===== src/rtl/code_preimage_finder_if.sv =====
// Handshake and result bundle for code_preimage_finder: a start/codeword request in,
// and busy/done status plus the registered preimage results out.
interface code_preimage_finder_if;
  logic       i_start;
  logic [3:0] i_in;
  logic       o_busy;
  logic       o_done;
  logic       o_found;
  logic [2:0] o_out;
  logic [7:0] o_mask;
  logic [3:0] o_count;

  modport master (
    output i_start, i_in,
    input  o_busy, o_done, o_found, o_out, o_mask, o_count
  );

  modport slave (
    input  i_start, i_in,
    output o_busy, o_done, o_found, o_out, o_mask, o_count
  );
endinterface


===== src/rtl/code_preimage_finder.sv =====
// Sequential inverse of the 3-bit -> 4-bit lab code map: scans k = 0..7 one per clock
// and reports the lowest preimage, the full preimage mask and the preimage count.
module code_preimage_finder #(
  parameter bit EARLY_EXIT = 1'b0
) (
  input  logic                 clk,
  input  logic                 rst,
  code_preimage_finder_if.slave bus
);

  typedef enum logic [1:0] {
    S_IDLE = 2'd0,
    S_SCAN = 2'd1,
    S_DONE = 2'd2
  } state_t;

  state_t     r_state, w_state_nxt;
  logic [2:0] r_k, w_k_nxt;
  logic [3:0] r_code, w_code_nxt;
  logic       r_found, w_found_nxt;
  logic [2:0] r_out, w_out_nxt;
  logic [7:0] r_mask, w_mask_nxt;
  logic [3:0] r_count, w_count_nxt;
  logic       r_busy;
  logic       r_done;

  logic [3:0] w_f;
  logic       w_match;

  // Forward map f(k) = 1,9,7,6,0,3,1,9 as sum-of-products on the scan index.
  assign w_f[3]  = r_k[0] & ~(r_k[2] ^ r_k[1]);
  assign w_f[2]  = ~r_k[2] & r_k[1];
  assign w_f[1]  = (~r_k[2] & r_k[1]) | (r_k[2] & ~r_k[1] & r_k[0]);
  assign w_f[0]  = ~(~r_k[2] & r_k[1] & r_k[0]) & ~(r_k[2] & ~r_k[1] & ~r_k[0]);
  assign w_match = (w_f == r_code);

  always_comb begin
    // NOTE: every signal written here gets a default first, so no path can infer a latch.
    w_state_nxt = r_state;
    w_k_nxt     = r_k;
    w_code_nxt  = r_code;
    w_found_nxt = r_found;
    w_out_nxt   = r_out;
    w_mask_nxt  = r_mask;
    w_count_nxt = r_count;

    case (r_state)
      S_IDLE: begin
        if (bus.i_start) begin
          w_state_nxt = S_SCAN;
          w_code_nxt  = bus.i_in;
          w_k_nxt     = 3'd0;
          w_found_nxt = 1'b0;
          w_out_nxt   = 3'd0;
          w_mask_nxt  = 8'h00;
          w_count_nxt = 4'd0;
        end
      end

      S_SCAN: begin
        if (w_match) begin
          w_mask_nxt[r_k] = 1'b1;
          w_count_nxt     = r_count + 4'd1;
          // Ascending scan: the first hit is the minimum preimage.
          if (!r_found) begin
            w_found_nxt = 1'b1;
            w_out_nxt   = r_k;
          end
        end
        if (r_k == 3'd7 || (EARLY_EXIT && w_match)) begin
          w_state_nxt = S_DONE;
        end else begin
          w_k_nxt = r_k + 3'd1;
        end
      end

      S_DONE: w_state_nxt = S_IDLE;

      default: w_state_nxt = S_IDLE;
    endcase
  end

  always_ff @(posedge clk) begin
    // NOTE: sequential state uses non-blocking assignments so every flop samples pre-edge values.
    if (rst) begin
      r_state <= S_IDLE;
      r_k     <= 3'd0;
      r_code  <= 4'd0;
      r_found <= 1'b0;
      r_out   <= 3'd0;
      r_mask  <= 8'h00;
      r_count <= 4'd0;
      r_busy  <= 1'b0;
      r_done  <= 1'b0;
    end else begin
      r_state <= w_state_nxt;
      r_k     <= w_k_nxt;
      r_code  <= w_code_nxt;
      r_found <= w_found_nxt;
      r_out   <= w_out_nxt;
      r_mask  <= w_mask_nxt;
      r_count <= w_count_nxt;
      // Status flags are decoded from the next state so they stay registered outputs.
      r_busy  <= (w_state_nxt == S_SCAN);
      r_done  <= (w_state_nxt == S_DONE);
    end
  end

  assign bus.o_busy  = r_busy;
  assign bus.o_done  = r_done;
  assign bus.o_found = r_found;
  assign bus.o_out   = r_out;
  assign bus.o_mask  = r_mask;
  assign bus.o_count = r_count;

  a_busy_done_exclusive : assert property (@(posedge clk) disable iff (rst) !(r_busy && r_done));
  a_done_single_cycle   : assert property (@(posedge clk) disable iff (rst) r_done |=> !r_done);

endmodule


===== src/flat_wrapper.sv =====
// flat-port wrapper written by rule: the top's interface ports become plain ports
module code_preimage_finder_flat 
#(
  parameter bit EARLY_EXIT = 1'b0
)
  (clk, rst, bus_i_start, bus_i_in, bus_o_busy, bus_o_done, bus_o_found, bus_o_out, bus_o_mask, bus_o_count);
  code_preimage_finder_if bus_i ();
  input  logic clk;
  input  logic rst;
  input wire logic [$bits(bus_i.i_start)-1:0] bus_i_start;
  input wire logic [$bits(bus_i.i_in)-1:0] bus_i_in;
  output wire logic [$bits(bus_i.o_busy)-1:0] bus_o_busy;
  output wire logic [$bits(bus_i.o_done)-1:0] bus_o_done;
  output wire logic [$bits(bus_i.o_found)-1:0] bus_o_found;
  output wire logic [$bits(bus_i.o_out)-1:0] bus_o_out;
  output wire logic [$bits(bus_i.o_mask)-1:0] bus_o_mask;
  output wire logic [$bits(bus_i.o_count)-1:0] bus_o_count;
  assign bus_i.i_start = bus_i_start;
  assign bus_i.i_in = bus_i_in;
  assign bus_o_busy = bus_i.o_busy;
  assign bus_o_done = bus_i.o_done;
  assign bus_o_found = bus_i.o_found;
  assign bus_o_out = bus_i.o_out;
  assign bus_o_mask = bus_i.o_mask;
  assign bus_o_count = bus_i.o_count;
  code_preimage_finder #(.EARLY_EXIT(EARLY_EXIT)) u_core (.clk(clk), .rst(rst), .bus(bus_i));
endmodule

===== config.mk =====
export PLATFORM = sky130hd
export DESIGN_NAME = code_preimage_finder_flat
export DESIGN_NICKNAME = d
export VERILOG_FILES = /design/src/rtl/code_preimage_finder_if.sv /design/src/rtl/code_preimage_finder.sv /design/src/flat_wrapper.sv
export SDC_FILE = /design/constraint.sdc
export NUM_CORES = 1
export LEC_CHECK = 0
export CAP_MARGIN = 30
export CORE_ASPECT_RATIO = 0.5
export CORE_MARGIN = 1.5
export CORE_UTILIZATION = 45
export DETAILED_ROUTE_END_ITERATION = 7
export GPL_TIMING_DRIVEN = 1
export PLACE_DENSITY_LB_ADDON = 0.3
export SYNTH_ARGS = -nofsm -noshare
export SYNTH_HDL_FRONTEND = slang
export SYNTH_SLANG_ARGS = --single-unit

===== constraint.sdc =====
create_clock -name clk -period 2.51 [get_ports clk]
set_input_delay 0.6275 -clock clk [delete_from_list [all_inputs] [get_ports clk]]
set_output_delay 0.6275 -clock clk [all_outputs]
set_load 0.005 [all_outputs]

==> results of run 1 <==
## synth_stat cells
master    instances
a31o_1            2
a21oi_2           1
o22ai_1           1
nand2_1           6
buf_2             1
buf_6             1
a211o_1           2
clkbuf_1          1
nor4bb_2          1
nor3_1            2
and2_1            3
nor2_1           19
dfxtp_1          27
mux2i_1           4
mux2_4            1
a211oi_4          1
a2111o_1          1
inv_1             4
or2_2             1
clkbuf_2          1
a21oi_1           3
a22oi_1           2
xor2_1            3
a32o_1            6
a22o_2            1
a32oi_2           1
o211ai_1          1
nand4_1           1
a31oi_1           1
a22o_1            4
and4_2            2
nand2b_1          1
ha_1              7
a41o_1            1
o21ai_2           1
and2b_4           1
nor3b_2           1
or3_1             1
## state kept, by name, summed over array words and instances (netlist names)
name / count
u_core.r_state: 2
u_core.bus.o_found: 1
u_core.bus.o_count: 4
u_core.bus.o_done: 1
u_core.bus.o_busy: 1
u_core.r_k: 3
u_core.bus.o_out: 3
u_core.bus.o_mask: 8
u_core.r_code: 4
## worst max-delay path by stage
stage | to | cells past startpoint | start | slack, ns
2_1_floorplan | u_core.bus.o_count[0]$_SDFFE_PP0P_ | 7 | u_core.r_k[1]$_SDFFE_PP0P_ | 0.56
3_3_place_gp | u_core.bus.o_count[0]$_SDFFE_PP0P_ | 6 | u_core.r_k[1]$_SDFFE_PP0P_ | 0.31
3_5_place_dp | u_core.bus.o_count[0]$_SDFFE_PP0P_ | 6 | u_core.r_k[1]$_SDFFE_PP0P_ | 0.23
4_1_cts | u_core.bus.o_count[0]$_SDFFE_PP0P_ | 6 | u_core.r_k[1]$_SDFFE_PP0P_ | 0.20
5_1_grt | u_core.bus.o_count[0]$_SDFFE_PP0P_ | 6 | u_core.r_k[1]$_SDFFE_PP0P_ | 0.06
6_report | u_core.bus.o_count[0]$_SDFFE_PP0P_ | 6 | u_core.r_k[1]$_SDFFE_PP0P_ | 0.23
## layer usage
| metal | up-vias | routed length (µm) | track usage |
|---|---|---|---|
| met1 | 452 | 1260 | 0.225 |
| met2 | 18 | 998 | 0.239 |
| met3 | 2 | 75 | 0.0488 |
| met4 | 0 | 13 | 0.0417 |
| li1 | 487 | - | - |
| met5 | - | 0 | 0 |
## logic make-up (layout without fill, tap and decap cells)
kind of cell | Yosys count | count (layout) | share of synthesized area
AO/OA/AOI/OAI | 29 | 29 | 0.217
XOR/XNOR | 3 | 3 | 0.0215
adder cells (fa/ha/maj) | 7 | 7 | 0.0717
buffers and inverters | 8 | 35 | 0.0328
flip-flops | 27 | 27 | 0.443
multiplexers | 5 | 5 | 0.0451
AND/OR/NAND/NOR | 39 | 39 | 0.169
## report_power, final
| group | switching, mW | leakage, nW | internal (mW) |
|---|---|---|---|
| Clock | 0.127 | 0.0228 | 0.113 |
| Sequential | 0.0129 | 0.219 | 0.438 |
| Combinational | 0.0434 | 0.377 | 0.0368 |
| Total | 0.183 | 0.619 | 0.588 |
## per-stage QoR
step | utilization | hold WS (ns) | cells | area, µm² | setup WS [ns]
detailed placement | 0.582 | 0.459 | 178 | 1510 | 0.231
finish | 0.599 | 0.475 | 182 | 1550 | 0.226
CTS | 0.599 | 0.481 | 182 | 1550 | 0.205
global route | 0.599 | 0.492 | 182 | 1550 | 0.0627
global placement | 0.582 | 0.452 | 178 | 1510 | 0.311
floorplan | - | 0.466 | 118 | 1220 | 0.560
## area by class of cell
class / count / area share
clock buffers: 4 / 0.0291
inverters: 4 / 0.00969
multi-input cells: 83 / 0.413
flip-flops and latches: 27 / 0.349
well taps: 37 / 0.0299
repair buffers: 27 / 0.169
==> flow_summary_export.csv, run 1 <==
group,metric,value,unit
run,drv_cap,0,
clock_tree,cts.sinks,27,
detailed_routing,num_vias,959,
clock_tree,postCtsHoldBufs,0,
critical_path,slowest_delay,0.50,ns
critical_path,critPathRequiredTime,2.68,ns
detailed_routing,wl_per_cell,12.9,µm
critical_path,r2r_setup_slack,0.23,ns
grt,grt_start_max_net_pins,15,
die,die_w,76.7,µm
clock_tree,htreeDepth,1,
finish,multi_input_area,641,µm²
finish,layout-drive-gt1-share,0.124,
yosys,syn-num-nets,132,
clock_tree,cts_made_buffers,3,
finish,fin_nets,160,
sta,clock.fmax,0.438,GHz
yosys,synth_cells,118,
yosys,synth.distinct_cells,38,
yosys,synth-warning-count,0,
detailed_routing,ant_nets,0,
critical_path,critPathBufInv,1,
yosys,syn-mean-instance-area,10.3,µm²
clock_tree,cts_root_buf,"clkbuf_8",
finish,mostFrequentLayoutCells,"dfxtp_1, clkdlybuf4s50_1, nor2_1",
critical_path,path_cells,"inv_1 > ha_1 > a2111o_1 > a21oi_2 > o22ai_1 > mux2_4",
sta,rsz0062_at_grt,"false",
sta,finalSetupTns,0,ns
sta,period_minus_slack,2.28,ns
detailed_routing,via_per_inst,5.27,
clock_tree,cts_setup_buffers,0,
finish,num_antenna_cells,0,
grt,grt_overflow,0,
pwr,vdd_drop_max,0.286,mV
critical_path,path_delay_family,"compound AO/OA/AOI/OAI gates",
yosys,synth.top_cell.area_share,0.443,
worst_hold_path,hold_start,"u_core.bus.o_mask[1]$_SDFFE_PP0P_",
sta,finClkSkew,0.00458,ns
clock_tree,cts_tree,"done",
pwr,total_power,771,µW
detailed_routing,dr.pass1.iters,4,
critical_path,arrival,2.45,ns
sta,fin_crit_sh,0.910,
critical_path,r2r_cells,6,
critical_path,critical_path_class,"reg2reg",
grt,grt_pass1_vias,750,
detailed_routing,routed_wl,2340,µm
worst_hold_path,holdPathStages,1,
finish,layout_commonest_cell,"dfxtp_1",
clock_tree,insertion_delay,0.27,ns
grt,grt_pass1_wl,3630,µm
grt,grt_antenna_before_repair,0,
sta,slew_headroom,0.633,
pwr,p_leak,0.619,nW
critical_path,cp_max_fo,12,
placement,portBuffers,24,
die,rows,13,
worst_hold_path,hold_class,"reg2reg",
critical_path,reg2reg_from,"u_core.r_k[1]$_SDFFE_PP0P_",
grt,grt_use_total,0.161,
sta,worst_pin_slew,0.548,ns
critical_path,r2r-end,"u_core.bus.o_count[0]$_SDFFE_PP0P_",
placement,gp_congestion,0.787,
yosys,ys_seq_area_frac,0.443,
yosys,ys_seq_elements,27,
die,ioPinCount,25,
critical_path,slowest_stage,"a2111o_1",
die,die_y,39.8,µm
finish,syn_to_final_growth,26.9,%
sta,slew_viol_final,0,
die,core_area,0.00259,mm²
die,initial_core_util,0.472,
finish,fillers,215,
pwr,powerDensity,497,mW/mm²
yosys,netlist_area,0.00122,mm²
detailed_routing,drt_iter0_markers,61,
finish,seqCellArea,541,µm²
placement,hpwlAfterDp,1830,µm
sta,setup_violations,0,
clock_tree,clockBufferDepth,2,
yosys,synth_area_leaders,"dfxtp_1, ha_1, nor2_1, a32o_1, mux2i_1",
clock_tree,clkTransAtPathRegs,0.09,ns
die,dieArea,0.00305,mm²
critical_path,startpoint_type,"flop",
outcome,status,"finished, final reports clean",
clock_tree,ctsResizeCount,0,
critical_path,crit_path_end_kind,"flop",
detailed_routing,remaining_drc_errors,0,
sta,finalHoldViolCount,0,
worst_hold_path,hold_end,"u_core.bus.o_mask[1]$_SDFFE_PP0P_",
yosys,yosys.area.top_type,"dfxtp_1",
No activity file was read; power rests on OpenSTA's default activity.
==> run 2, diff against run 1 <==
--- a/config.mk
+++ b/config.mk
@@ -5,7 +5,6 @@
 export SDC_FILE = /design/constraint.sdc
 export NUM_CORES = 1
 export LEC_CHECK = 0
-export CAP_MARGIN = 30
 export CORE_ASPECT_RATIO = 0.5
 export CORE_MARGIN = 1.5
 export CORE_UTILIZATION = 45
==> results of run 2 <==
The final DEF is identical to that of run 1; final timing and power are the same.
==> run 3, diff against run 2 <==
--- a/config.mk
+++ b/config.mk
@@ -8,6 +8,7 @@
 export CORE_ASPECT_RATIO = 0.5
 export CORE_MARGIN = 1.5
 export CORE_UTILIZATION = 45
+export CTS_BUF_LIST = sky130_fd_sc_hd__clkbuf_4
 export DETAILED_ROUTE_END_ITERATION = 7
 export GPL_TIMING_DRIVEN = 1
 export PLACE_DENSITY_LB_ADDON = 0.3
==> run 3 against run 2 <==
Power shrank 5.6%. Largest cell class unchanged. Critical endpoint unchanged. Worst setup slack lost 0.0029 ns. Sequential share of layout area grew 0.34 points. Wire length grew 0.64%. Clock power shrank 18%. Non-clock buffer count is the same. Highest routed layer unchanged. Critical path depth is the same. Worst hold slack gained 0.012 ns. Core utilization shrank 0.58 points. First-iteration DRC count shrank 15%. Cell count is the same.
==> flow_summary_export.csv, run 3 (synthesis results as in run 1) <==
group,metric,value,unit
clock_tree,postCtsHoldBufs,0,
die,die_y,39.8,µm
clock_tree,insertion_delay,0.32,ns
critical_path,critical_path_class,"reg2reg",
sta,clock.fmax,0.437,GHz
finish,largest_reg_flops,8,
detailed_routing,num_vias,956,
critical_path,slowest_delay,0.50,ns
pwr,powerDensity,474,mW/mm²
finish,mostFrequentLayoutCells,"dfxtp_1, clkdlybuf4s50_1, nor2_1",
placement,hpwlAfterDp,1830,µm
clock_tree,clkTransAtPathRegs,0.14,ns
grt,grt_overflow,0,
finish,num_antenna_cells,0,
sta,worst_pin_slew,0.543,ns
die,core_area,0.00259,mm²
grt,grt_antenna_before_repair,0,
sta,fin_crit_sh,0.911,
pwr,vdd_drop_max,0.265,mV
detailed_routing,dr.pass1.iters,4,
finish,layout_commonest_cell,"dfxtp_1",
critical_path,startpoint_type,"flop",
worst_hold_path,hold_class,"reg2reg",
placement,gp_congestion,0.787,
clock_tree,cts_setup_buffers,0,
die,dieArea,0.00305,mm²
sta,period_minus_slack,2.29,ns
grt,grt_pass1_vias,746,
clock_tree,cts_tree,"done",
pwr,p_leak,0.615,nW
clock_tree,cts_made_buffers,3,
grt,grt_use_total,0.159,
detailed_routing,drt_iter0_markers,52,
detailed_routing,routed_wl,2360,µm
placement,portBuffers,24,
critical_path,critPathRequiredTime,2.74,ns
die,initial_core_util,0.472,
run,drv_cap,0,
sta,slew_headroom,0.637,
sta,setup_violations,0,
die,die_w,76.7,µm
die,ioPinCount,25,
outcome,status,"finished, final reports clean",
critical_path,path_cells,"inv_1 > ha_1 > a2111o_1 > a21oi_2 > o22ai_1 > mux2_4",
clock_tree,htreeDepth,1,
sta,slew_viol_final,0,
sta,finalSetupTns,0,ns
critical_path,arrival,2.52,ns
clock_tree,cts_root_buf,"clkbuf_4",
finish,finalInstanceArea,0.00154,mm²
placement,post_dp_cell_area,0.00151,mm²
finish,fillers,217,
detailed_routing,remaining_drc_errors,0,
grt,grt_start_max_net_pins,15,
grt,grt_pass1_wl,3620,µm
finish,fin_nets,160,
critical_path,r2r_setup_slack,0.22,ns
clock_tree,ctsResizeCount,0,
finish,layout-drive-gt1-share,0.131,
sta,rsz0062_at_grt,"false",
detailed_routing,wl_per_cell,13.0,µm
critical_path,slowest_stage,"a2111o_1",
critical_path,crit_path_end_kind,"flop",
detailed_routing,via_per_inst,5.25,
detailed_routing,ant_nets,0,
sta,finalHoldViolCount,0,
clock_tree,clockBufferDepth,2,
finish,syn_to_final_growth,25.7,%
sta,finClkSkew,0.00578,ns
critical_path,cp_max_fo,12,
die,rows,13,
clock_tree,cts.sinks,27,
run 3: cell types whose count changed in the layout (fill, tap and decap cells not counted):
cell	previous run	this run
clkbuf_1	1	0
clkbuf_4	0	4
clkbuf_8	3	0
run 3: routing by layer:
| metal | wire length [µm] | track usage | vias to the layer above |
|---|---|---|---|
| met5 | 0 | 0 | - |
| met4 | 13 | 0.0417 | 0 |
| met3 | 67 | 0.0419 | 2 |
| met2 | 1020 | 0.239 | 15 |
| met1 | 1260 | 0.225 | 449 |
| li1 | - | - | 490 |
run 3: final timing paths:
path | start | endpoint | depth (start not counted)
setup reg to reg | u_core.r_k[1]$_SDFFE_PP0P_ | u_core.bus.o_count[0]$_SDFFE_PP0P_ | 6
hold / removal | u_core.bus.o_mask[1]$_SDFFE_PP0P_ | u_core.bus.o_mask[1]$_SDFFE_PP0P_ | 1
setup / recovery | u_core.r_k[1]$_SDFFE_PP0P_ | u_core.bus.o_count[0]$_SDFFE_PP0P_ | 6
hold reg to reg | u_core.bus.o_mask[1]$_SDFFE_PP0P_ | u_core.bus.o_mask[1]$_SDFFE_PP0P_ | 1
run 3: where the power goes:
group	switching, mW	leakage (nW)	internal [mW]
clock	0.123	0.0184	0.0729
combinational	0.0436	0.377	0.0368
sequential	0.0129	0.219	0.438
total	0.180	0.615	0.548
run 3: worst max-delay path: cells and delay by family (launching register included):
kind,cells,cell delay (ns)
muxes,1,0.27
AOI/OAI and AO/OA,3,1.11
buffers and inverters,1,0.11
adders and majority gates,1,0.27
DFF,1,0.43
run 3: cell type report:
class	count	area [µm²]	area share
Timing Repair Buffer	27	263	0.171
Multi-Input combinational cell	83	641	0.417
Tap cell	37	46.3	0.0302
Inverter	4	15.0	0.00978
Sequential cell	27	541	0.352
Clock buffer	4	30.0	0.0196
run 3: stage by stage:
step / hold WS, ns / power [mW] / setup slack [ns] / util / std cells
global route: 0.504 / 0.763 / 0.0607 / 0.594 / 182
global placement: 0.452 / 0.539 / 0.311 / 0.582 / 178
floorplan: 0.466 / 0.513 / 0.560 / - / 118
detailed placement: 0.459 / 0.542 / 0.231 / 0.582 / 178
CTS: 0.492 / 0.738 / 0.201 / 0.594 / 182
finish: 0.487 / 0.728 / 0.224 / 0.594 / 182
